===== src/rtl/eth_pkg.sv =====
// Shared constants, state encoding and frame-geometry helper for the local frame builder.
package eth_pkg;

   localparam int unsigned ETH_HDR_BYTES   = 14;
   localparam int unsigned ETH_MIN_PAYLOAD = 46;
   localparam int unsigned ETH_MAX_PAYLOAD = 1500;

   localparam int unsigned LEN_W  = 11;
   localparam int unsigned WCNT_W = 9;
   localparam int unsigned DATA_W = 32;
   localparam int unsigned HALF_W = 16;
   localparam int unsigned MOD_W  = 2;
   localparam int unsigned MAC_W  = 48;

   typedef enum logic [2:0] {
      IDLE,
      HDR,
      SPLICE,
      BODY,
      PAD,
      DONE
   } eth_state_e;

   typedef struct packed {
      logic [WCNT_W-1:0] words;
      logic [MOD_W-1:0]  mod;
   } frame_geom_t;

   // Word count and EOP empty-byte count for a frame of 'total' bytes.
   function automatic frame_geom_t frame_geom(input logic [LEN_W-1:0] total);
      frame_geom_t g;
      logic [LEN_W:0] rounded;
      rounded = {1'b0, total} + (LEN_W+1)'(3);
      g.words = WCNT_W'(rounded >> 2);
      g.mod   = ~total[1:0] + 2'd1;
      return g;
   endfunction

endpackage


===== src/rtl/eth_tx_align.sv =====
// Half-word realignment: carries the low half of each payload word into the next frame word.
module eth_tx_align
   import eth_pkg::*;
(
   input  logic              clk,
   input  logic              rst_n,
   input  logic              clear,
   input  logic              adv,
   input  logic              use_pl,
   input  logic              splice,
   input  logic [HALF_W-1:0] ethertype,
   input  logic [DATA_W-1:0] pl_word,
   output logic [DATA_W-1:0] body_word
);

   logic [HALF_W-1:0] hold;

   // Hold empties to zero on any word that does not consume payload, feeding the pad.
   always_ff @(posedge clk or negedge rst_n) begin
      if (!rst_n) begin
         hold <= '0;
      end else if (clear) begin
         hold <= '0;
      end else if (adv) begin
         hold <= use_pl ? pl_word[HALF_W-1:0] : '0;
      end
   end

   always_comb begin
      body_word = '0;
      body_word[DATA_W-1:HALF_W] = splice ? ethertype : hold;
      body_word[HALF_W-1:0]      = use_pl ? pl_word[DATA_W-1:HALF_W] : '0;
   end

endmodule


===== src/rtl/eth_frame_tx.sv =====
// Builds header + payload + zero-pad Ethernet frames as a 32-bit SOP/EOP/mod word stream.
module eth_frame_tx
   import eth_pkg::*;
(
   input  logic              clk,
   input  logic              rst_n,
   input  logic              i_start,
   input  logic [MAC_W-1:0]  i_dst_mac,
   input  logic [MAC_W-1:0]  i_src_mac,
   input  logic [HALF_W-1:0] i_ethertype,
   input  logic [LEN_W-1:0]  i_len,
   input  logic [DATA_W-1:0] i_pl_data,
   input  logic              i_pl_vld,
   output logic              o_pl_rdy,
   output logic [DATA_W-1:0] o_tx_data,
   output logic [MOD_W-1:0]  o_tx_mod,
   output logic              o_tx_sop,
   output logic              o_tx_eop,
   output logic              o_tx_vld,
   input  logic              i_tx_rdy,
   output logic              o_busy,
   output logic              o_done,
   output logic              o_err
);

   eth_state_e        state;
   logic [MAC_W-1:0]  dst;
   logic [MAC_W-1:0]  src;
   logic [HALF_W-1:0] etype;
   logic [WCNT_W-1:0] wcnt;
   logic [WCNT_W-1:0] last_w;
   logic [WCNT_W-1:0] pl_left;
   logic [MOD_W-1:0]  eop_mod;
   logic [2:0]        last_bytes;
   logic              err_q;

   logic              active;
   logic              need_pl;
   logic              avail;
   logic              xfer;
   logic              is_last;
   logic [LEN_W-1:0]  total;
   frame_geom_t       geom;
   logic [DATA_W-1:0] pl_masked;
   logic [DATA_W-1:0] body_word;

   assign active  = (state == HDR) || (state == SPLICE) || (state == BODY) || (state == PAD);
   assign need_pl = ((state == SPLICE) || (state == BODY)) && (pl_left != '0);
   assign avail   = active && (!need_pl || i_pl_vld);
   assign xfer    = avail && i_tx_rdy;
   assign is_last = (wcnt == last_w);

   assign o_tx_vld = xfer;
   assign o_pl_rdy = need_pl && i_tx_rdy;
   assign o_tx_sop = xfer && (state == HDR) && (wcnt == '0);
   assign o_tx_eop = xfer && is_last;
   assign o_tx_mod = o_tx_eop ? eop_mod : '0;
   assign o_busy   = (state != IDLE);
   assign o_done   = (state == DONE);
   assign o_err    = err_q;

   always_comb begin
      total = LEN_W'(ETH_HDR_BYTES) +
              ((i_len < LEN_W'(ETH_MIN_PAYLOAD)) ? LEN_W'(ETH_MIN_PAYLOAD) : i_len);
      geom  = frame_geom(total);
   end

   // Bytes past i_len in the final payload word become zero, merging into the pad.
   always_comb begin
      pl_masked = i_pl_data;
      if (pl_left == WCNT_W'(1)) begin
         for (int i = 1; i < 4; i++) begin
            if (3'(i) >= last_bytes) pl_masked[DATA_W-1-8*i -: 8] = 8'h00;
         end
      end
   end

   always_comb begin
      o_tx_data = '0;
      case (state)
         HDR: begin
            case (wcnt[1:0])
               2'd0:    o_tx_data = dst[47:16];
               2'd1:    o_tx_data = {dst[15:0], src[47:32]};
               default: o_tx_data = src[31:0];
            endcase
         end
         SPLICE, BODY, PAD: o_tx_data = body_word;
         default:           o_tx_data = '0;
      endcase
   end

   eth_tx_align u_align (
      .clk       (clk),
      .rst_n     (rst_n),
      .clear     (state == IDLE),
      .adv       (xfer),
      .use_pl    (need_pl),
      .splice    (state == SPLICE),
      .ethertype (etype),
      .pl_word   (pl_masked),
      .body_word (body_word)
   );

   // Frame sequencer: latches the request, walks header/splice/body/pad, one word per transfer.
   always_ff @(posedge clk or negedge rst_n) begin
      if (!rst_n) begin
         state      <= IDLE;
         dst        <= '0;
         src        <= '0;
         etype      <= '0;
         wcnt       <= '0;
         last_w     <= '0;
         pl_left    <= '0;
         eop_mod    <= '0;
         last_bytes <= '0;
         err_q      <= 1'b0;
      end else begin
         err_q <= 1'b0;
         case (state)
            IDLE: begin
               if (i_start) begin
                  if (i_len <= LEN_W'(ETH_MAX_PAYLOAD)) begin
                     dst        <= i_dst_mac;
                     src        <= i_src_mac;
                     etype      <= i_ethertype;
                     wcnt       <= '0;
                     last_w     <= geom.words - WCNT_W'(1);
                     eop_mod    <= geom.mod;
                     pl_left    <= WCNT_W'((i_len + LEN_W'(3)) >> 2);
                     last_bytes <= (i_len[1:0] == 2'd0) ? 3'd4 : {1'b0, i_len[1:0]};
                     state      <= HDR;
                  end else begin
                     err_q <= 1'b1;
                  end
               end
            end
            HDR: begin
               if (xfer) begin
                  wcnt <= wcnt + WCNT_W'(1);
                  if (wcnt == WCNT_W'(2)) state <= SPLICE;
               end
            end
            SPLICE, BODY, PAD: begin
               if (xfer) begin
                  wcnt <= wcnt + WCNT_W'(1);
                  if (need_pl) pl_left <= pl_left - WCNT_W'(1);
                  if (is_last) state <= DONE;
                  else if (need_pl && (pl_left != WCNT_W'(1))) state <= BODY;
                  else state <= PAD;
               end
            end
            DONE: begin
               wcnt  <= '0;
               state <= IDLE;
            end
            default: state <= IDLE;
         endcase
      end
   end

endmodule


===== config.mk =====
export PLATFORM = sky130hd
export DESIGN_NAME = eth_frame_tx
export DESIGN_NICKNAME = d
export VERILOG_FILES = /design/src/rtl/eth_pkg.sv /design/src/rtl/eth_tx_align.sv /design/src/rtl/eth_frame_tx.sv
export SDC_FILE = /design/constraint.sdc
export NUM_CORES = 1
export LEC_CHECK = 0
export CORE_MARGIN = 8
export CORE_UTILIZATION = 30
export CTS_BUF_LIST = sky130_fd_sc_hd__clkbuf_4 sky130_fd_sc_hd__clkbuf_8 sky130_fd_sc_hd__clkbuf_16
export DETAILED_ROUTE_END_ITERATION = 8
export DONT_BUFFER_PORTS = 1
export PLACE_DENSITY = 0.45
export SETUP_SLACK_MARGIN = 0.05
export SLEW_MARGIN = 30
export SYNTH_ARGS = -nofsm -noshare
export SYNTH_HDL_FRONTEND = slang
export SYNTH_SLANG_ARGS = --single-unit

===== constraint.sdc =====
create_clock -name clk -period 2.8 [get_ports clk]
set_clock_uncertainty 0.2 [all_clocks]
set_input_delay 0.7 -clock clk [delete_from_list [all_inputs] [get_ports clk]]
set_output_delay 0.7 -clock clk [all_outputs]
set_load 0.01 [all_outputs]

==> flow_summary_export.csv, run 1 <==
group,metric,value,unit
clock_network,cts-buffers-inserted,17,
placement,hpwl,19700,um
setup_path,ff2ff_path_depth,14,
synthesis,synth-xor-area-share,3.31,%
setup_path,slowest_stage,"or4b_4",
placement,port_buffers,0,
outcome,violations,"hold timing, setup timing",
synthesis,yosys.area_share.simple,12.3,%
global_route,first_global_vias,7183,
placement,dp_worst_setup_slack,-719,ps
setup_path,reg2reg_from,"wcnt[1]",
synthesis,synth_nets,1027,
synthesis,synth_edf_count,0,
synthesis,netlist_instances,857,
timing,tns,-3710,ps
setup_path,cpPeakStageDelay,540,ps
floorplan,row_count,62,
setup_path,path_class,"input port to register",
clock_network,cts-root-buf,"clkbuf_16",
floorplan,initial_core_util,30.5,%
finish,drive_gt1_share,49.5,%
placement,dp.cells,1306,
synthesis,ys_types,54,
synthesis,avgSynthCellArea,10.2,um^2
synthesis,synthAdderAreaFrac,1.43,%
setup_path,start_kind,"input port",
flow_run,drv_cap,0,
timing,maxSlewHeadroom,43.1,%
synthesis,syn_area,8740,um^2
floorplan,core,28700,um^2
global_route,grt_max_degree,165,
timing,period_minus_slack,2990,ps
finish,fill_cells,2806,
finish,multi_input_area,5140,um^2
routing,drt_iter0_markers,306,
setup_path,r2r_end,"state[0]",
routing,routed_via_density,5.01,
timing,setup_violations,42,
routing,vias,6926,
clock_network,clkTransAtPathRegs,80,ps
clock_network,cts_tree,"built",
routing,drc,0,
finish,syn_to_final_growth,36.8,%
timing,rsz0062_at_grt,"true",
global_route,grt-ovfl-total,0,
synthesis,synth.area.top_cells,"dfrtp_1 47%, mux2_2 17%, nand2_1 5.2%",
setup_path,reg2reg_setup_slack,-30,ps
setup_path,cp_data_arrival_time,3080,ps
timing,slew_violations,0,
timing,worst_slew_pin_slew,854,ps
routing,first_pass_iters,5,
setup_path,crit_fanout,5,
setup_path,critPathCaptureType,"register",
timing,hold_ws,-236,ps
synthesis,synth.most_common_cell,"dfrtp_1",
routing,ant_nets,0,
synthesis,synth.top_cell.area_share,46.9,%
outcome,status,"complete, but fails checks",
floorplan,die_w,187,um
placement,gp_congestion,0.827,
setup_path,cp_data_required_time,2900,ps
clock_network,clk_latency,430,ps
routing,post_drt_wl_per_cell,20.3,um
synthesis,async_flop_share,100,%
global_route,grt_first_pass_wirelength,43300,um
synthesis,netlist_top_cells_count,"164 x dfrtp_1, 135 x mux2_2, 122 x nand2_1, 89 x o21ai_0, 38 x clkbuf_1",
finish,nets,1153,
global_route,globalRouteTotalUtil,15.8,%
clock_network,cts_num_sinks,164,
power_and_ir_drop,cellPowerDensity,1230,nW/um^2
timing,fmax,335,MHz
power_and_ir_drop,p_leak,5.09,nW
synthesis,synth-compound-area-share,15.0,%
finish,stdcell_count,1382,
synthesis,synth_mux_area_share,17.6,%
timing,post-route-period-util,107,%
synthesis,yosys_warnings,0,
setup_path,crit_chain,"nor3_4, and3_4, or2_4, inv_2, ha_4, nor2_4, o311ai_2, or4b_4, or3_4, a211o_1, xnor2_1, o21ai_1",
synthesis,ys_seq_area_share,46.9,%
global_route,antenna_found_initial,4,
power_and_ir_drop,vdd_ir_drop_max,0.450,mV
synthesis,ys_ff_latch,164,
finish,seq_area,4110,um^2
clock_network,clockBufferDepth,2,
synthesis,synthFlopType,"dfrtp_1",
synthesis,yosys.area.top_type,"dfrtp_1",
synthesis,synth_top_family_by_area,"multiplexers",
hold_path,holdCritPathClass,"input port to async pin",
timing,hold_violations,164,
clock_network,htreeDepth,4,
floorplan,io_pins,201,
routing,routed_wirelength,28000,um
floorplan,fp.dieH,187,um
floorplan,dieArea,34900,um^2
timing,setup_ws,-186,ps
worst max-delay path, delay by kind of cell:
family                     cells  cell delay (ps)
AOI/OAI and AO/OA              3              470
xor gates and xnor gates       1              140
buffers and inverters          1               40
adders and majority gates      1              240
and+or+nand+nor                6             1510
worst max path at each step:
| stage | to | slack, ps | cells after the start | from |
|---|---|---|---|---|
| 2_1_floorplan | last_w[7] | -740 | 16 | i_len[7] |
| 4_1_cts | o_tx_data[29] | -260 | 9 | wcnt[0] |
| 3_3_place_gp | last_w[7] | -690 | 12 | i_len[9] |
| 6_report | last_w[7] | -190 | 12 | i_len[9] |
| 5_1_grt | o_tx_data[29] | -290 | 10 | wcnt[0] |
| 3_5_place_dp | last_w[7] | -720 | 12 | i_len[9] |
layout by cell type, fill, tap and decap left out, drive strengths merged, types with 3 or more instances in the layout:
cell / count
nor2: 27
and3: 7
dfrtp: 164
ha: 10
o21bai: 3
xnor2: 18
o21ai: 90
clkbuf: 18
a21oi: 26
o22ai: 3
or2: 3
or3: 4
xor2: 15
buf: 166
nor2b: 7
nand2b: 4
clkinv: 11
a22o: 28
a31oi: 5
and2: 7
a22oi: 34
nand4: 7
mux2: 135
nor4: 5
nand3: 18
nand2: 122
inv: 17
nor3: 12
power by group:
part / internal [mW] / switching [mW] / total [mW]
clock network: 1.23 / 1.22 / 2.45
logic: 4.19 / 3.83 / 8.02
registers: 3.51 / 0.782 / 4.29
total: 8.93 / 5.82 / 14.8
logic make-up (layout without fill, tap and decap cells):
logic type                 Yosys count  after routing
AOI/OAI and AO/OA                  207            207
adders and majority gates           10             10
muxes                              137            137
and+or+nand+nor                    233            233
other                                0              2
DFF                                164            164
buffers and inverters               73            212
xor gates and xnor gates            33             33
registers in the layout, summed over array words and instances (netlist names):
signal	cells
last_w	9
pl_left	9
state	3
o_err	1
dst	48
etype	16
last_bytes	3
src	48
eop_mod	2
u_align.hold	16
wcnt	9
per-stage QoR:
| stage | hold WS (ps) | total power, mW | instance area, um^2 | utilization [%] |
|---|---|---|---|---|
| after floorplan | 204 | 7.82 | 8830 | - |
| after global placement | 217 | 10.4 | 10100 | 35.1 |
| after detailed placement | 217 | 10.4 | 10100 | 35.1 |
| after CTS | -265 | 14.5 | 11600 | 40.5 |
| after global routing | -276 | 15.8 | 12000 | 41.7 |
| final | -236 | 14.8 | 12000 | 41.7 |
metal layers:
metal	up-vias	wire length [um]	share of wire, %	global-route usage [%]
li1	3320	-	-	-
met1	3423	13000	46	21.0
met2	161	13400	48	25.6
met5	-	23	0.082	0
met4	4	319	1.1	4.06
met3	18	1250	4.5	3.69
final cells by class:
| cell class | count | share of cell area [%] |
|---|---|---|
| multi-input combinational | 620 | 43.0 |
| sequential | 164 | 34.4 |
| timing repair buffer | 167 | 12.9 |
| tap | 384 | 4.02 |
| clock buffer | 17 | 3.56 |
| clock inverter | 15 | 1.71 |
| inverter | 13 | 0.450 |
| antenna | 2 | 0.0418 |
repair_timing:
action | CTS | global route
pin swaps | 96 | 80
endpoints found under the hold margin | 164 | 164
cloned | 3 | 1
endpoints found under the setup margin | 43 | 47
gates resized for setup | 182 | 84
setup buffers | 40 | 8
No activity file was read; power rests on OpenSTA's default activity.
==> run 2: changes to the inputs <==
--- a/config.mk
+++ b/config.mk
@@ -15,4 +15,5 @@
 export SLEW_MARGIN = 30
 export SYNTH_ARGS = -nofsm -noshare
 export SYNTH_HDL_FRONTEND = slang
+export SYNTH_HIERARCHICAL = 1
 export SYNTH_SLANG_ARGS = --single-unit
==> flow_summary_export.csv, run 2 <==
group,metric,value,unit
timing,setup_violations,41,
finish,syn_to_final_growth,33.0,%
finish,drive_gt1_share,27.1,%
placement,dp.cells,1569,
power_and_ir_drop,switchingPower,5.65,mW
floorplan,fp.dieH,191,um
setup_path,cp_data_arrival_time,3210,ps
synthesis,netlist_instances,1136,
power_and_ir_drop,vdd_ir_drop_max,0.561,mV
synthesis,synth-xor-area-share,2.65,%
timing,maxSlewHeadroom,56.9,%
setup_path,path_class,"input port to register",
timing,setup_ws,-251,ps
synthesis,synth_mux_area_share,2.60,%
global_route,globalRouteTotalUtil,17.7,%
finish,reg_top3,"dst x48, src x48",
timing,fmax,328,MHz
placement,hpwl,22300,um
placement,dp_worst_setup_slack,-751,ps
synthesis,syn_area,9240,um^2
placement,gp_congestion,0.778,
routing,first_pass_iters,5,
floorplan,dieArea,36700,um^2
timing,period_minus_slack,3050,ps
finish,nets,1406,
finish,stdcell_count,1647,
timing,hold_ws,-252,ps
global_route,grt-ovfl-total,0,
routing,routed_wirelength,33200,um
global_route,antenna_found_initial,3,
clock_network,clockBufferDepth,2,
synthesis,synth.top_cell.area_share,44.4,%
power_and_ir_drop,p_clk_share,17.5,%
clock_network,cts-buffers-inserted,17,
finish,fin_util,40.4,%
synthesis,ys_ff_latch,164,
routing,drt_iter0_markers,627,
power_and_ir_drop,p_leak,5.73,nW
finish,mostFrequentLayoutCell,"nand2_1",
global_route,first_global_vias,8205,
floorplan,initial_core_util,30.4,%
power_and_ir_drop,power_frac_comb,53.3,%
clock_network,clk_latency,440,ps
synthesis,synth.most_common_cell,"nand2_1",
global_route,grt_max_degree,165,
clock_network,cts-root-buf,"clkbuf_16",
finish,multi_input_area,5490,um^2
floorplan,io_pins,201,
power_and_ir_drop,p_int,8.34,mW
clock_network,cts_num_sinks,164,
synthesis,async_flop_share,100,%
routing,ant_nets,0,
synthesis,yosys.area_share.simple,29.0,%
timing,worst_slew_pin_slew,647,ps
power_and_ir_drop,swShare,40.4,%
hold_path,holdCritPathClass,"input port to async pin",
setup_path,critPathCaptureType,"register",
floorplan,die_w,191,um
synthesis,synth_top_family_by_area,"simple AND/OR/NAND/NOR gates",
finish,final_cell_mix,"393 x nand2_1, 163 x dfrtp_1, 107 x buf_4, 42 x a21oi_1, 38 x o21ai_0",
clock_network,cts_tree,"built",
clock_network,clkTransAtPathRegs,70,ps
routing,post_drt_wl_per_cell,20.1,um
synthesis,netlist_top_cells_count,"413 x nand2_1, 164 x dfrtp_1, 73 x o21ai_0, 64 x a21oi_1, 46 x clkbuf_1",
synthesis,yosys.area.top_type,"dfrtp_1",
placement,port_buffers,0,
routing,routed_via_density,4.90,
synthesis,avgSynthCellArea,8.13,um^2
synthesis,synth.area.top_cells,"dfrtp_1 44%, nand2_1 17%, o21ai_0 4.0%",
timing,post-route-period-util,109,%
synthesis,synthAdderAreaFrac,1.35,%
floorplan,row_count,64,
synthesis,synth_edf_count,0,
outcome,status,"complete, but fails checks",
setup_path,cp_data_required_time,2960,ps
synthesis,yosys_warnings,6,
flow_run,drv_cap,0,
synthesis,synthFlopType,"dfrtp_1",
synthesis,ys_types,68,
timing,rsz0062_at_grt,"true",
timing,tns,-3460,ps
power_and_ir_drop,p_seq_share,29.2,%
outcome,violations,"hold timing, setup timing",
setup_path,crit_fanout,12,
power_and_ir_drop,cellPowerDensity,1140,nW/um^2
synthesis,synth_nets,1306,
synthesis,synth-compound-area-share,15.7,%
finish,fill_cells,3143,
timing,slew_violations,0,
floorplan,core,30400,um^2
global_route,grt_first_pass_wirelength,49600,um
clock_network,htreeDepth,4,
routing,drc,0,
synthesis,ys_seq_area_share,44.4,%
routing,vias,8069,
timing,hold_violations,164,
setup_path,start_kind,"input port",
finish,seq_area,4110,um^2
run 2: power groups by stage:
stage	clock network, mW	registers [mW]	logic (mW)
6_report	2.45	4.08	7.46
4_1_cts	2.53	4.03	6.87
3_5_place_dp	0	4.03	5.64
5_1_grt	2.63	4.22	8.15
2_1_floorplan	0	3.87	3.57
3_3_place_gp	0	4.01	5.61
run 2: logic make-up (layout without fill, tap and decap cells):
kind of cell,after synthesis,in the layout
xor gates and xnor gates,28,28
AOI/OAI and AO/OA,226,226
and+or+nand+nor,606,606
adders and majority gates,10,10
other,0,2
buffers and inverters,84,197
muxes,18,18
DFF,164,164
run 2: worst paths after layout:
check,startpoint,to,slack (ps),depth (start not counted)
max,i_len[4],last_w[6],-250,11
min,rst_n,pl_left[6],-250,0
max reg2reg,pl_left[7],u_align/hold[0],290,10
min reg2reg,src[13],src[13],280,2
max in group asynchronous,rst_n,state[0],2050,0
min in group clk,i_src_mac[27],src[27],160,2
run 2: final cells by class:
type	count	share of cell area [%]
clock buffer	22	3.92
sequential	164	33.4
multi-input combinational	888	44.7
clock inverter	10	1.01
timing repair buffer	151	12.4
antenna	2	0.0407
tap	396	4.03
inverter	14	0.448
run 2: critical path, stage by stage:
cell and delay (ps):
a211oi_4 290, and2_4 230, nor2_4 50, ha_4 230, or3b_1 350, mux2_4 290
o22ai_4 100, a211oi_2 100, or2_1 240, or4_1 460, a31oi_1 170
run 2: per-layer routing:
metal  global-route usage (%)  vias up  wire length (um)
li1                         -     4011                 -
met3                     4.38       19              1690
met2                     28.1      164             15800
met4                     4.26        2               344
met5                        0        -                12
met1                     23.9     3873             15400
run 2: timing repair:
item	in CTS	in global routing
resized for setup	138	67
pin swaps	38	31
hold endpoints to repair	164	164
setup buffers	24	15
cloned	5	3
setup endpoints to repair	44	45
run 2: per-stage QoR:
step | power, mW | area [um^2]
after floorplan | 7.43 | 9380
after global placement | 9.62 | 10500
after detailed placement | 9.67 | 10500
after CTS | 13.4 | 11800
after global routing | 15.0 | 12300
final | 14.0 | 12300
